===== src/rtl/hub75_pkg.sv =====
// Shared definitions for the HUB75 test-pattern source: pattern modes, geometry
// constants and the MSB-aligned channel scaling helper.
package hub75_pkg;

  typedef enum logic [2:0] {
    OFF     = 3'd0,
    WHITE   = 3'd1,
    BARS    = 3'd2,
    GRAD    = 3'd3,
    CHECKER = 3'd4,
    SCROLL  = 3'd5
  } mode_e;

  localparam int bar_count_lp    = 8;
  localparam int checker_log2_lp = 3;

  // Maps a w-bit value onto bpp bits, MSB-aligned; the caller keeps the low bpp bits.
  function automatic logic [31:0] scale(input logic [31:0] v, input int w, input int bpp);
    if (bpp >= w) return v << (bpp - w);
    return v >> (w - bpp);
  endfunction

endpackage


===== src/rtl/hub75_pattern_pixel.sv =====
// Combinational pattern lookup: (mode, column, global line, anim) -> one RGB pixel.
module hub75_pattern_pixel
  import hub75_pkg::*;
#(
  parameter int bpp_p    = 8,
  parameter int col_w_p  = 6,
  parameter int line_w_p = 6
) (
  input  mode_e               mode,
  input  logic [col_w_p-1:0]  col,
  input  logic [line_w_p-1:0] line,
  input  logic [7:0]          anim,
  output logic [bpp_p-1:0]    r,
  output logic [bpp_p-1:0]    g,
  output logic [bpp_p-1:0]    b
);

  localparam int bar_w_lp = $clog2(bar_count_lp);

  logic [col_w_p-1:0]  scroll_col;
  logic [bar_w_lp-1:0] bar;
  logic [bar_w_lp-1:0] scroll_bar;
  logic                checker_on;

  // Truncating anim to the column width gives the wrap modulo the panel width.
  assign scroll_col = col + col_w_p'(anim);
  assign bar        = bar_w_lp'(col >> (col_w_p - bar_w_lp));
  assign scroll_bar = bar_w_lp'(scroll_col >> (col_w_p - bar_w_lp));
  assign checker_on = (|((32'(col) ^ 32'(line)) & (32'd1 << checker_log2_lp))) ^ anim[0];

  always_comb begin
    r = '0;
    g = '0;
    b = '0;
    case (mode)
      WHITE: begin
        r = '1;
        g = '1;
        b = '1;
      end
      BARS: begin
        r = {bpp_p{bar[2]}};
        g = {bpp_p{bar[1]}};
        b = {bpp_p{bar[0]}};
      end
      GRAD: begin
        r = bpp_p'(scale(32'(col), col_w_p, bpp_p));
        g = bpp_p'(scale(32'(line), line_w_p, bpp_p));
        b = bpp_p'(scale(32'(anim), 8, bpp_p));
      end
      CHECKER: begin
        r = {bpp_p{checker_on}};
        g = {bpp_p{checker_on}};
        b = {bpp_p{checker_on}};
      end
      SCROLL: begin
        r = {bpp_p{scroll_bar[2]}};
        g = {bpp_p{scroll_bar[1]}};
        b = {bpp_p{scroll_bar[0]}};
      end
      default: ;
    endcase
  end

endmodule


===== src/rtl/hub75_pattern_gen.sv =====
// Animated test-pattern source with a frame-buffer style read port; 2-cycle read latency.
// o_rd_data packs segment s at bits [s*3*bpp_p +: 3*bpp_p] as {R, G, B}, R in the MSBs.
module hub75_pattern_gen
  import hub75_pkg::*;
#(
  parameter  int hpixel_p      = 64,
  parameter  int vpixel_p      = 64,
  parameter  int bpp_p         = 8,
  parameter  int segments_p    = 2,
  parameter  int frame_div_p   = 4,
  localparam int seg_lines_lp  = vpixel_p / segments_p,
  localparam int addr_width_lp = $clog2(hpixel_p * seg_lines_lp)
) (
  input  logic                           clk,
  input  logic                           rst_n,
  input  logic [2:0]                     i_mode,
  input  logic                           i_frame_start,
  input  logic                           i_rd_en,
  input  logic [addr_width_lp-1:0]       i_rd_addr,
  output logic [segments_p*3*bpp_p-1:0]  o_rd_data,
  output logic                           o_rd_valid
);

  localparam int col_w_lp   = $clog2(hpixel_p);
  localparam int lis_w_lp   = addr_width_lp - col_w_lp;
  localparam int line_w_lp  = $clog2(vpixel_p);
  localparam int presc_w_lp = (frame_div_p > 1) ? $clog2(frame_div_p) : 1;
  localparam int px_w_lp    = 3 * bpp_p;

  mode_e                 mode_q;
  logic [presc_w_lp-1:0] presc_q;
  logic [7:0]            anim_q;
  logic                  presc_wrap;

  logic [col_w_lp-1:0]   rd_col;
  logic [lis_w_lp-1:0]   rd_lis;

  mode_e                 mode_p1;
  logic [7:0]            anim_p1;
  logic [col_w_lp-1:0]   col_p1;
  logic [line_w_lp-1:0]  line_p1 [segments_p];
  logic                  vld_p1;

  logic [segments_p*px_w_lp-1:0] pix_data;

  // With frame_div_p == 1 the single prescaler bit stays 0, so every frame start wraps.
  assign presc_wrap = (presc_q == presc_w_lp'(frame_div_p - 1));
  assign rd_col     = i_rd_addr[col_w_lp-1:0];
  assign rd_lis     = i_rd_addr[addr_width_lp-1 -: lis_w_lp];

  always_ff @(posedge clk or negedge rst_n) begin
    if (!rst_n) begin
      mode_q  <= OFF;
      presc_q <= '0;
      anim_q  <= '0;
    end else if (i_frame_start) begin
      mode_q  <= mode_e'(i_mode);
      presc_q <= presc_wrap ? '0 : presc_q + presc_w_lp'(1);
      if (presc_wrap) anim_q <= anim_q + 8'd1;
    end
  end

  always_ff @(posedge clk or negedge rst_n) begin
    if (!rst_n) begin
      mode_p1    <= OFF;
      anim_p1    <= '0;
      col_p1     <= '0;
      vld_p1     <= 1'b0;
      for (int s = 0; s < segments_p; s++) line_p1[s] <= '0;
      o_rd_data  <= '0;
      o_rd_valid <= 1'b0;
    end else begin
      // stage 1: address, global lines, mode and anim as seen by this read
      mode_p1 <= mode_q;
      anim_p1 <= anim_q;
      col_p1  <= rd_col;
      vld_p1  <= i_rd_en;
      for (int s = 0; s < segments_p; s++)
        line_p1[s] <= line_w_lp'(s * seg_lines_lp) + line_w_lp'(rd_lis);
      // stage 2: pixel data, held between reads
      if (vld_p1) o_rd_data <= pix_data;
      o_rd_valid <= vld_p1;
    end
  end

  for (genvar s = 0; s < segments_p; s++) begin : g_seg
    hub75_pattern_pixel #(
      .bpp_p    (bpp_p),
      .col_w_p  (col_w_lp),
      .line_w_p (line_w_lp)
    ) u_pixel (
      .mode (mode_p1),
      .col  (col_p1),
      .line (line_p1[s]),
      .anim (anim_p1),
      .r    (pix_data[s*px_w_lp + 2*bpp_p +: bpp_p]),
      .g    (pix_data[s*px_w_lp +   bpp_p +: bpp_p]),
      .b    (pix_data[s*px_w_lp           +: bpp_p])
    );
  end

endmodule


===== config.mk =====
export PLATFORM = sky130hd
export DESIGN_NAME = hub75_pattern_gen
export DESIGN_NICKNAME = d
export VERILOG_FILES = /design/src/rtl/hub75_pkg.sv /design/src/rtl/hub75_pattern_pixel.sv /design/src/rtl/hub75_pattern_gen.sv
export SDC_FILE = /design/constraint.sdc
export NUM_CORES = 1
export LEC_CHECK = 0
export CORE_ASPECT_RATIO = 1.5
export CORE_MARGIN = 3
export CORE_UTILIZATION = 52
export CTS_CLUSTER_DIAMETER = 50
export DETAILED_ROUTE_END_ITERATION = 10
export PLACE_DENSITY = 0.84
export REMOVE_ABC_BUFFERS = 1
export SETUP_SLACK_MARGIN = 0.05
export SLEW_MARGIN = 20
export SYNTH_ARGS = -nofsm -noshare
export SYNTH_HDL_FRONTEND = slang
export SYNTH_SLANG_ARGS = --single-unit

===== constraint.sdc =====
create_clock -name clk -period 4.03 [get_ports clk]
set_input_delay 0.806 -clock clk [delete_from_list [all_inputs] [get_ports clk]]
set_output_delay 0.806 -clock clk [all_outputs]
set_load 0.05 [all_outputs]

# After elaboration in Yosys (flattened, before gate mapping)
# Cells that the tools add are included.
[totals]
inputBits = 18
ff_bits = 91
[classes]
n_mux = 11
n_eq_ne = 6
bitwise = 4
addsub = 4
reduce_logical = 1
[op_table]
columns = ["op", "count"]
rows = [
  ["$pmux 8 s5", 6],
  ["$mux 8", 2],
  ["$add 8x1->8 const B", 1],
  ["$xor 4x4->4", 2],
  ["$mux 7", 1],
  ["$add 6x5->6 const A", 1],
  ["$add 6x6->6", 1],
  ["$eq 3x2->1 const B", 2],
  ["$eq 3x3->1 const B", 2],
  ["$eq 3x1->1 const B", 1],
  ["$add 2x1->2 const B", 1],
  ["$eq 2x2->1 const B", 1],
  ["$mux 2", 1],
  ["$reduce_and 2->1", 1],
  ["$xor 1x1->1", 2],
  ["$mux 1", 1],
]

# Longest topological paths before layout
# Gate-level depths: netlist of the first run.
[logic_depth]
ltp_word = 4
mapped_depth = 6
depth_no_buf = 6

# By module
# A second synthesis of the first run with hierarchy kept.
[hier_totals]
cells_unflattened = 333
area_unflattened_um2 = 4003.8
[by_module_without_submodules]
columns = ["module", "instances", "cells_each", "area_per_inst_um2"]
rows = [
  ["hub75_pattern_gen", 1, 167, 2970.3],
  ["hub75_pattern_pixel", 2, 83, 516.7],
]

# Least setup slack after synthesis of the first run
# Ideal clock, no wire load.
[synth_path]
path_kind = "register to output"
from = "register o_rd_data[33] (netlist name)"
to = "output o_rd_data[15]"
stages_incl_launch_ff = 2
slack_ns = 2.266
arrival_ns = 0.958
required_time_ns = 3.224
cell_sequence = "dfrtp_1 > buf_4"
[synth_lines]
columns = ["element", "line", "source"]
rows = [
  ["end, declared", "hub75_pattern_gen.sv:20", "output logic [segments_p*3*bpp_p-1:0] o_rd_data,"],
]

==> results summary, run 1 <==
The total count of max-transition violations in the final report was 0. The area of the core region is just under 5000 sq um. Yosys printed 0 warnings. In this run the critical register-to-register path is captured at o_rd_data[35].

The layout-stage area growth over the synthesis result came out at 27.6%. Adding up every negative setup slack in the final design gives 0 ns. The arrival time at the worst endpoint is ~1.6 ns. Dividing the final minimum period by the clock period gives ~60%. The wire length of the first global-routing pass came out at about 8.5 mm.

The count of distinct cell types in the synthesized netlist came out at 38. The most used flip-flop cell after synthesis is sky130_fd_sc_hd__dfrtp_1. The critical path is of the reg2out type. The number of rows in the core area is 31. The cell area after technology mapping came out at 2650 sq um. The share of flip-flops with an asynchronous set or reset is 100%. The utilization after layout is roughly 70%. The detailed router finished its first iteration with just under 50 violations. The number of setup buffers added after CTS came out at 0.

The number of instances in the synthesized netlist came out at roughly 230. In this run the biggest area consumer among cell types represents a little under three fifths of the synthesized area. The number of flops mapped to enable cells by yosys is 0.

The type of the tightest min-delay check is reg2reg. The die outline area came out at ~6000 sq um. The clock latency at the later pin of the worst-skew pair is roughly 0.34 ns. The total overflow left after global routing is 0. The wire length after detailed routing is between 5 and 6 mm. The hold-fix buffer count after cts is 0.

The power per standard cell area is between 600 and 700 nW/um^2. The worst setup path is captured at an output pin. The post-cts resize count is 0.

The routed layout has approximately 1,800 vias. The number of endpoints failing setup at the final stage came out at 0. The via count of the first global-routing pass was approximately 1,800. The count of pins on the block boundary is 67. The proportion of layout cells with a drive suffix above 1 came out at ~13%.

The first-pass iteration count of the detailed router came out at 4. The maximum ir drop on the vdd rail came out at 373 uV. The family with the most delay on the worst path is buffers and inverters. The most common cell in the netlist is sky130_fd_sc_hd__dfrtp_1. The number of cells on the worst hold path came out at 0. The transition time of the tightest slew-check pin came out at slightly below 0.7 ns. Setup repair after global routing left no endpoint under its margin. The number of antenna diodes in the final layout is 0.

The library cell contributing the largest single delay on the critical path is sky130_fd_sc_hd__clkdlybuf4s50_1. The remaining routing DRC violations is 0. The worst slew margin relative to its limit is approximately 54%.

The largest net degree at the start of global routing is 35. The clock net in this run drives a total of 60 sinks. The mean instance size in the synthesized netlist is 11.6 sq um. The routed length per instance is about 15 um. The internal reg-to-reg setup slack came out at 1.88 ns. The worst setup path is launched from a flop. The top fanout value on the critical path came out at 6.

Walking the worst path, the cells encountered are clkdlybuf4s50_1. The number of nets at the end of the flow is between 200 and 300. The terminating pin of the worst hold path is mode_p1[2]. The TritonCTS clock tree is done. In the synthesized netlist, the cells that appear most often are 60 x sky130_fd_sc_hd__dfrtp_1, 30 x sky130_fd_sc_hd__nand2_1, 26 x sky130_fd_sc_hd__buf_4. The startpoint identified for the worst hold timing path is mode_q[2]. The post-layout minimum cycle time is roughly 2.4 ns. The overall power consumption came out at ~2.3 mW. After legalization and detailed placement, the total HPWL measured 3.79 mm. In this design, the stage delay of the slowest critical-path cell is 0.83 ns. The clock passes through at most 2 buffers.

Max-cap violations in this run came to 0. The number of buffers inserted by port buffering came out at between 60 and 70. The sum of buffers and inverters on the critical path is 1. The total of fill cells in the finished design came out at ~380. The final count of hold timing violations is 0. The tree is rooted in a sky130_fd_sc_hd__clkbuf_8.

After clock tree synthesis, the clock-pin slew on the worst setup and hold paths is approximately 0.060 ns. The number of antenna violations at the first check in global routing came out at 0. The last weighted congestion value of the routability-driven placer is between 0.8 and 0.9. By area the synthesized netlist is led by sky130_fd_sc_hd__dfrtp_1 57%, sky130_fd_sc_hd__buf_4 7.4%, sky130_fd_sc_hd__nor2b_1 4.7%.

The leakage power came out at 1.53 nW. STA puts the critical path data required time at between 3 and 4 ns. The H-tree was split into 3 levels. The residual antenna-violating net count after detailed routing came out at 0. The post-synthesis sequential area ratio came out at about 57%. The worst clock skew on the final layout came out at just under 0.009 ns. The initial standard-cell utilization of the core came out at 54.2%. The ratio of routed vias to standard cells is 5.10.

The synthesis-stage register bit count is 60. The die span in y came out at 93.4 um. The total CTS buffers is 9.

Based on the critical path, the design can be clocked at up to 420 MHz. In this run the critical register-to-register path is launched from vld_p1. For this run, the total global-route usage over all layers was measured as about 18%. The largest area contributor in the synthesized netlist is sky130_fd_sc_hd__dfrtp_1.

Measured in cells, the most critical reg-to-reg path has a length of 6. The run finished with clean final reports. The horizontal die dimension is 64.3 um.
## registers in the layout (all words and copies together), names as in the netlist
| signal | cells |
|---|---|
| o_rd_data | 22 |
| anim_p1 | 8 |
| anim_q | 8 |
| col_p1 | 6 |
| line_p1 | 6 |
| mode_p1 | 3 |
| mode_q | 3 |
| presc_q | 2 |
| o_rd_valid | 1 |
| vld_p1 | 1 |
## how the worst max path moves through the flow
stage	start	endpoint	slack, ns	depth (start not counted)
global route	o_rd_data[33]	o_rd_data[8]	1.57	1
global placement	i_frame_start	anim_q[7]	1.72	6
CTS	o_rd_data[33]	o_rd_data[8]	1.62	1
detailed placement	i_frame_start	anim_q[7]	1.65	6
floorplan	o_rd_data[33]	o_rd_data[15]	1.43	0
finish	o_rd_data[33]	o_rd_data[8]	1.65	1
## layout make-up
| cell class | count | area, sq um | area share [%] |
|---|---|---|---|
| multi-input cells | 132 | 910 | 26.9 |
| repair buffers | 69 | 678 | 20.1 |
| well taps | 66 | 82.6 | 2.44 |
| clock inverters | 1 | 30.0 | 0.889 |
| clock buffers | 15 | 166 | 4.92 |
| flip-flops and latches | 60 | 1500 | 44.4 |
| inverters | 3 | 11.3 | 0.333 |
## worst reg2reg max path: stages, from the launching register on
cell	delay (ns)
sky130_fd_sc_hd__dfrtp_1	0.68
sky130_fd_sc_hd__buf_4	0.31
sky130_fd_sc_hd__nand2_1	0.09
sky130_fd_sc_hd__nor3_2	0.53
sky130_fd_sc_hd__buf_4	0.31
sky130_fd_sc_hd__a21oi_1	0.09
sky130_fd_sc_hd__nand2_1	0.07
## per-stage QoR
stage	cells	area, sq um	hold slack [ns]	worst slack (ns)
global route	346	3380	0.400	1.57
global placement	330	3180	0.360	1.72
CTS	346	3380	0.377	1.62
detailed placement	330	3180	0.363	1.65
floorplan	195	2420	0.350	1.43
finish	346	3380	0.380	1.65
## per-layer routing
layer / vias to the layer above / part of all wire (%) / track usage, %
met2: 58 / 54 / 32.2
li1: 835 / - / -
met1: 858 / 40 / 20.5
met4: 0 / 3.0 / 11.5
met3: 15 / 3.8 / 3.25
met5: - / 0 / 0
## power by group
group | switching [mW] | internal, mW | total, mW
Sequential | 0.108 | 0.723 | 0.831
Combinational | 0.633 | 0.348 | 0.981
Clock | 0.210 | 0.321 | 0.531
## cell families after synthesis
kind of cell             Yosys count  share of synthesized area, %
AND/OR/NAND/NOR                   74                          15.7
XOR/XNOR                          10                          3.31
other                              1                         0.142
adder cells (fa/ha/maj)            6                          2.83
buffers and inverters             36                          9.16
multiplexers                       6                          2.55
flip-flops                        60                          56.7
AO/OA/AOI/OAI                     35                          9.59
## cell usage in the layout (no fill, tap or decap), types with 4 or more instances in the layout
master / n
sky130_fd_sc_hd__clkbuf_8: 11
sky130_fd_sc_hd__xnor2_1: 5
sky130_fd_sc_hd__clkbuf_1: 4
sky130_fd_sc_hd__ha_1: 6
sky130_fd_sc_hd__a21oi_1: 22
sky130_fd_sc_hd__dfrtp_1: 60
sky130_fd_sc_hd__mux2_2: 6
sky130_fd_sc_hd__clkdlybuf4s50_1: 65
sky130_fd_sc_hd__xor2_1: 5
sky130_fd_sc_hd__nand3_1: 7
sky130_fd_sc_hd__nor2_1: 4
sky130_fd_sc_hd__nand2_1: 30
sky130_fd_sc_hd__nor2b_1: 20
No activity file was read; power rests on OpenSTA's default activity.
==> run 2, diff against run 1 <==
--- a/config.mk
+++ b/config.mk
@@ -7,10 +7,10 @@
 export LEC_CHECK = 0
 export CORE_ASPECT_RATIO = 1.5
 export CORE_MARGIN = 3
-export CORE_UTILIZATION = 52
+export CORE_UTILIZATION = 49
 export CTS_CLUSTER_DIAMETER = 50
 export DETAILED_ROUTE_END_ITERATION = 10
-export PLACE_DENSITY = 0.84
+export PLACE_DENSITY = 0.8
 export REMOVE_ABC_BUFFERS = 1
 export SETUP_SLACK_MARGIN = 0.05
 export SLEW_MARGIN = 20
==> constraint.sdc (replaced) <==
create_clock -name clk -period 2.3 [get_ports clk]
set_input_delay 0.46 -clock clk [delete_from_list [all_inputs] [get_ports clk]]
set_output_delay 0.46 -clock clk [all_outputs]
set_load 0.05 [all_outputs]
==> results summary, run 2 (synthesized netlist as in run 1, its figures left out) <==
The number of antenna violations at the first check in global routing came out at 0 (unchanged). The buffer cell driving the clock tree root is sky130_fd_sc_hd__clkbuf_8. The number of buffers inserted by port buffering came out at 66 (unchanged). The share of total power in combinational logic is 41.0% (-0.9 points).

In this run the worst hold path is classified as in2async. The TritonCTS clock tree is done. The depth of the CTS H-tree came out at 3 (unchanged). The maximum ir drop on the vdd rail came to 609 uV (+63%). The count of pins on the block boundary was 67 (unchanged). The worst setup path is launched from a flop. The hold-fix buffer count after cts is 0 (unchanged). The largest registers in the layout are o_rd_data x22, anim_p1 x8, anim_q x8. The maximum frequency from static timing analysis came out at about 480 MHz.

The wire length after detailed routing is 5.11 mm (+0.85%). The data required time at the worst endpoint came to 1.84 ns (-1.38 ns). The end of the worst register-to-register path is o_rd_data[42]. The wire length of the first global-routing pass came to 8.09 mm (-4.2%). The post-layout minimum cycle time is slightly above 2 ns. The count of routing violations after the opening detailed-route iteration is 59 (+20%). The worst slew margin relative to its limit came out at 51.7% (-2.5 points). Relative to the synthesized area, the layout overhead comes to 29.2%.

The utilization after layout is 65.7% (-3.4 points). The launch point of the worst path is o_rd_data[33]. Leaving out fill and tap cells, the most frequent cell in the layout is sky130_fd_sc_hd__clkdlybuf4s50_1. The top fanout value on the critical path is 6 (unchanged). The first-pass iteration count of the detailed router came out at 4 (unchanged). The power per standard cell area was 1220 nW/um^2 (+76%). The sequential power share came out at 34.9% (-0.6 points). The leakage power is 1.56 nW (+1.5%). The internal reg-to-reg setup slack came out at 0.50 ns (-1.38 ns). The flow ran to the end, and the final reports show no timing, DRC or antenna violations. The final global-route overflow total is 0 (unchanged).

The proportion of layout cells with a drive suffix above 1 came out at 14.5% (+2.0 points). The number of flip-flops under the largest register name is 22 (unchanged). The sum of buffers and inverters on the critical path was 1 (unchanged).

The number of endpoints failing setup at the final stage is 0 (unchanged). The post-cts resize count is 0 (unchanged). The logic depth of the worst setup path including buffers came out at 1 (unchanged). The die outline area was 6340 sq um (+5.6%). The post-route clock period utilization came out at between 80 and 90%. The total of max-cap violations was 0 (unchanged). The antenna diode count came out at 0 (unchanged). STA classifies the critical path endpoint as an output pin. The total count of max-transition violations in the final report was 0 (unchanged). The routed length per instance is 14.6 um (-0.30%). The final standard cell count with taps included and fillers excluded came out at 350 (+1.2%). The area of the core region came out at 5200 sq um (+6.5%). Setup repair after global routing left no endpoint under its margin. The reported net switching power is 1.69 mW (+78%). The vias after detailed routing came out at 1,760 (-0.34%). The internal power of the cells is 2.49 mW (+79%). The worst clock skew on the final layout is 0.00553 ns (-0.00339 ns). The proportion of total power due to net switching is 40.4% (-0.18 points). The clock latency at the later pin of the worst-skew pair came out at 0.33 ns (about the same). The power share of the clock group is 24.1% (+1.5 points). The global-route total usage across every layer was 17.3% (-1.2 points).

The delay of the slowest cell on the worst path was 0.85 ns (+0.02 ns). The via count of the first global-routing pass came out at 1,769 (-3.9%). The total half-perimeter wirelength after legalization and detailed placement is 3.70 mm (-2.4%).

The maximum number of buffers from clock root to sink is 2 (unchanged). The worst reg2reg path depth was 6 (unchanged). The worst register-to-register path begins at anim_p1[2]. On the critical path, the stage with the largest delay is an instance of sky130_fd_sc_hd__clkdlybuf4s50_1. The placed instance count was 334 (+1.2%). The final count of hold timing violations is 0 (unchanged). The setup TNS is 0 ns (unchanged). o_rd_data holds more flip-flops than any other register.

The number of setup buffers added after CTS is 0 (unchanged). The initial standard-cell utilization of the core is 50.9% (-3.3 points). The number of rows in the core area is 32 (+3.2%).

The signal on the critical path passes through clkdlybuf4s50_1. The clock transition time at the flip-flop clock pins of the worst setup and hold paths came out at 0.06 ns (about the same). The die span in y is 96.0 um (+2.8%). The remaining routing DRC violations came to 0 (unchanged). The total CTS buffers came out at 9 (unchanged). The total of fill cells in the finished design came out at 396 (+5.3%). The transition time of the tightest slew-check pin came to 0.725 ns (+0.0406 ns).

The horizontal die dimension was 66.0 um (+2.7%). The residual antenna-violating net count after detailed routing came to 0 (unchanged). The endpoint of the most critical setup path is o_rd_data[33]. The top cell types in the final layout, fill and taps aside, are 65 x sky130_fd_sc_hd__clkdlybuf4s50_1, 60 x sky130_fd_sc_hd__dfrtp_1, 30 x sky130_fd_sc_hd__nand2_1. The number of nets at the end of the flow came to 301 (+0.67%). The count of clock tree sinks is 60 (unchanged).

The last weighted congestion value of the routability-driven placer came out at 0.783 (-4.9%). The ratio of routed vias to standard cells is 5.03 (-1.5%). The arrival time at the worst endpoint came out at 1.61 ns (+0.03 ns).

On the critical path the largest part of the delay comes from buffers and inverters. The overall power consumption came out at 4.19 mW (+79%). The critical path is of the reg2out type. The largest net degree at the start of global routing is 61 (+74%).
run 2: changes by cell type in the layout (fill, tap and decap cells not counted), sizes merged:
cell | previous run | this run
buf | 4 | 6
clkinvlp | 0 | 1
clkbuf | 15 | 13
clkinv | 0 | 1
run 2: how the worst min path moves through the flow:
stage	cells after the start	endpoint
floorplan	0	anim_p1[0]
global placement	0	mode_p1[2]
detailed placement	0	mode_p1[0]
CTS	2	o_rd_data[34]
global route	2	o_rd_data[34]
finish	2	line_p1[5]
run 2: through the flow:
step | area, sq um | setup slack [ns] | hold WS [ns]
5_1_grt | 3420 | 0.183 | 0.315
3_3_place_gp | 3200 | 0.525 | 0.365
6_report | 3420 | 0.232 | 0.266
2_1_floorplan | 2420 | 0.0493 | 0.164
3_5_place_dp | 3200 | 0.475 | 0.363
4_1_cts | 3420 | 0.228 | 0.288
run 2: cell type report:
| class | instances | area (sq um) | share of cell area [%] |
|---|---|---|---|
| repair buffers | 71 | 693 | 20.3 |
| multi-input cells | 132 | 910 | 26.6 |
| clock buffers | 13 | 179 | 5.23 |
| inverters | 3 | 11.3 | 0.329 |
| clock inverters | 3 | 42.5 | 1.24 |
| well taps | 68 | 85.1 | 2.49 |
| flip-flops and latches | 60 | 1500 | 43.9 |
run 2: metal layers:
layer / vias up / wire [um] / track usage, % / part of all wire, %
li1: 833 / - / - / -
met1: 865 / 2030 / 20.1 / 40
met2: 49 / 2770 / 29.5 / 54
met3: 13 / 214 / 4.67 / 4.2
met4: 0 / 105 / 7.63 / 2.1
met5: - / 0 / 0 / 0
run 2: power groups by stage:
stage	sequential (mW)	clock, mW	combinational, mW
3_5_place_dp	1.48	0	1.73
2_1_floorplan	2.18	0	0.411
4_1_cts	1.46	1.02	1.73
6_report	1.46	1.01	1.72
3_3_place_gp	1.47	0	1.70
5_1_grt	1.49	1.07	1.82
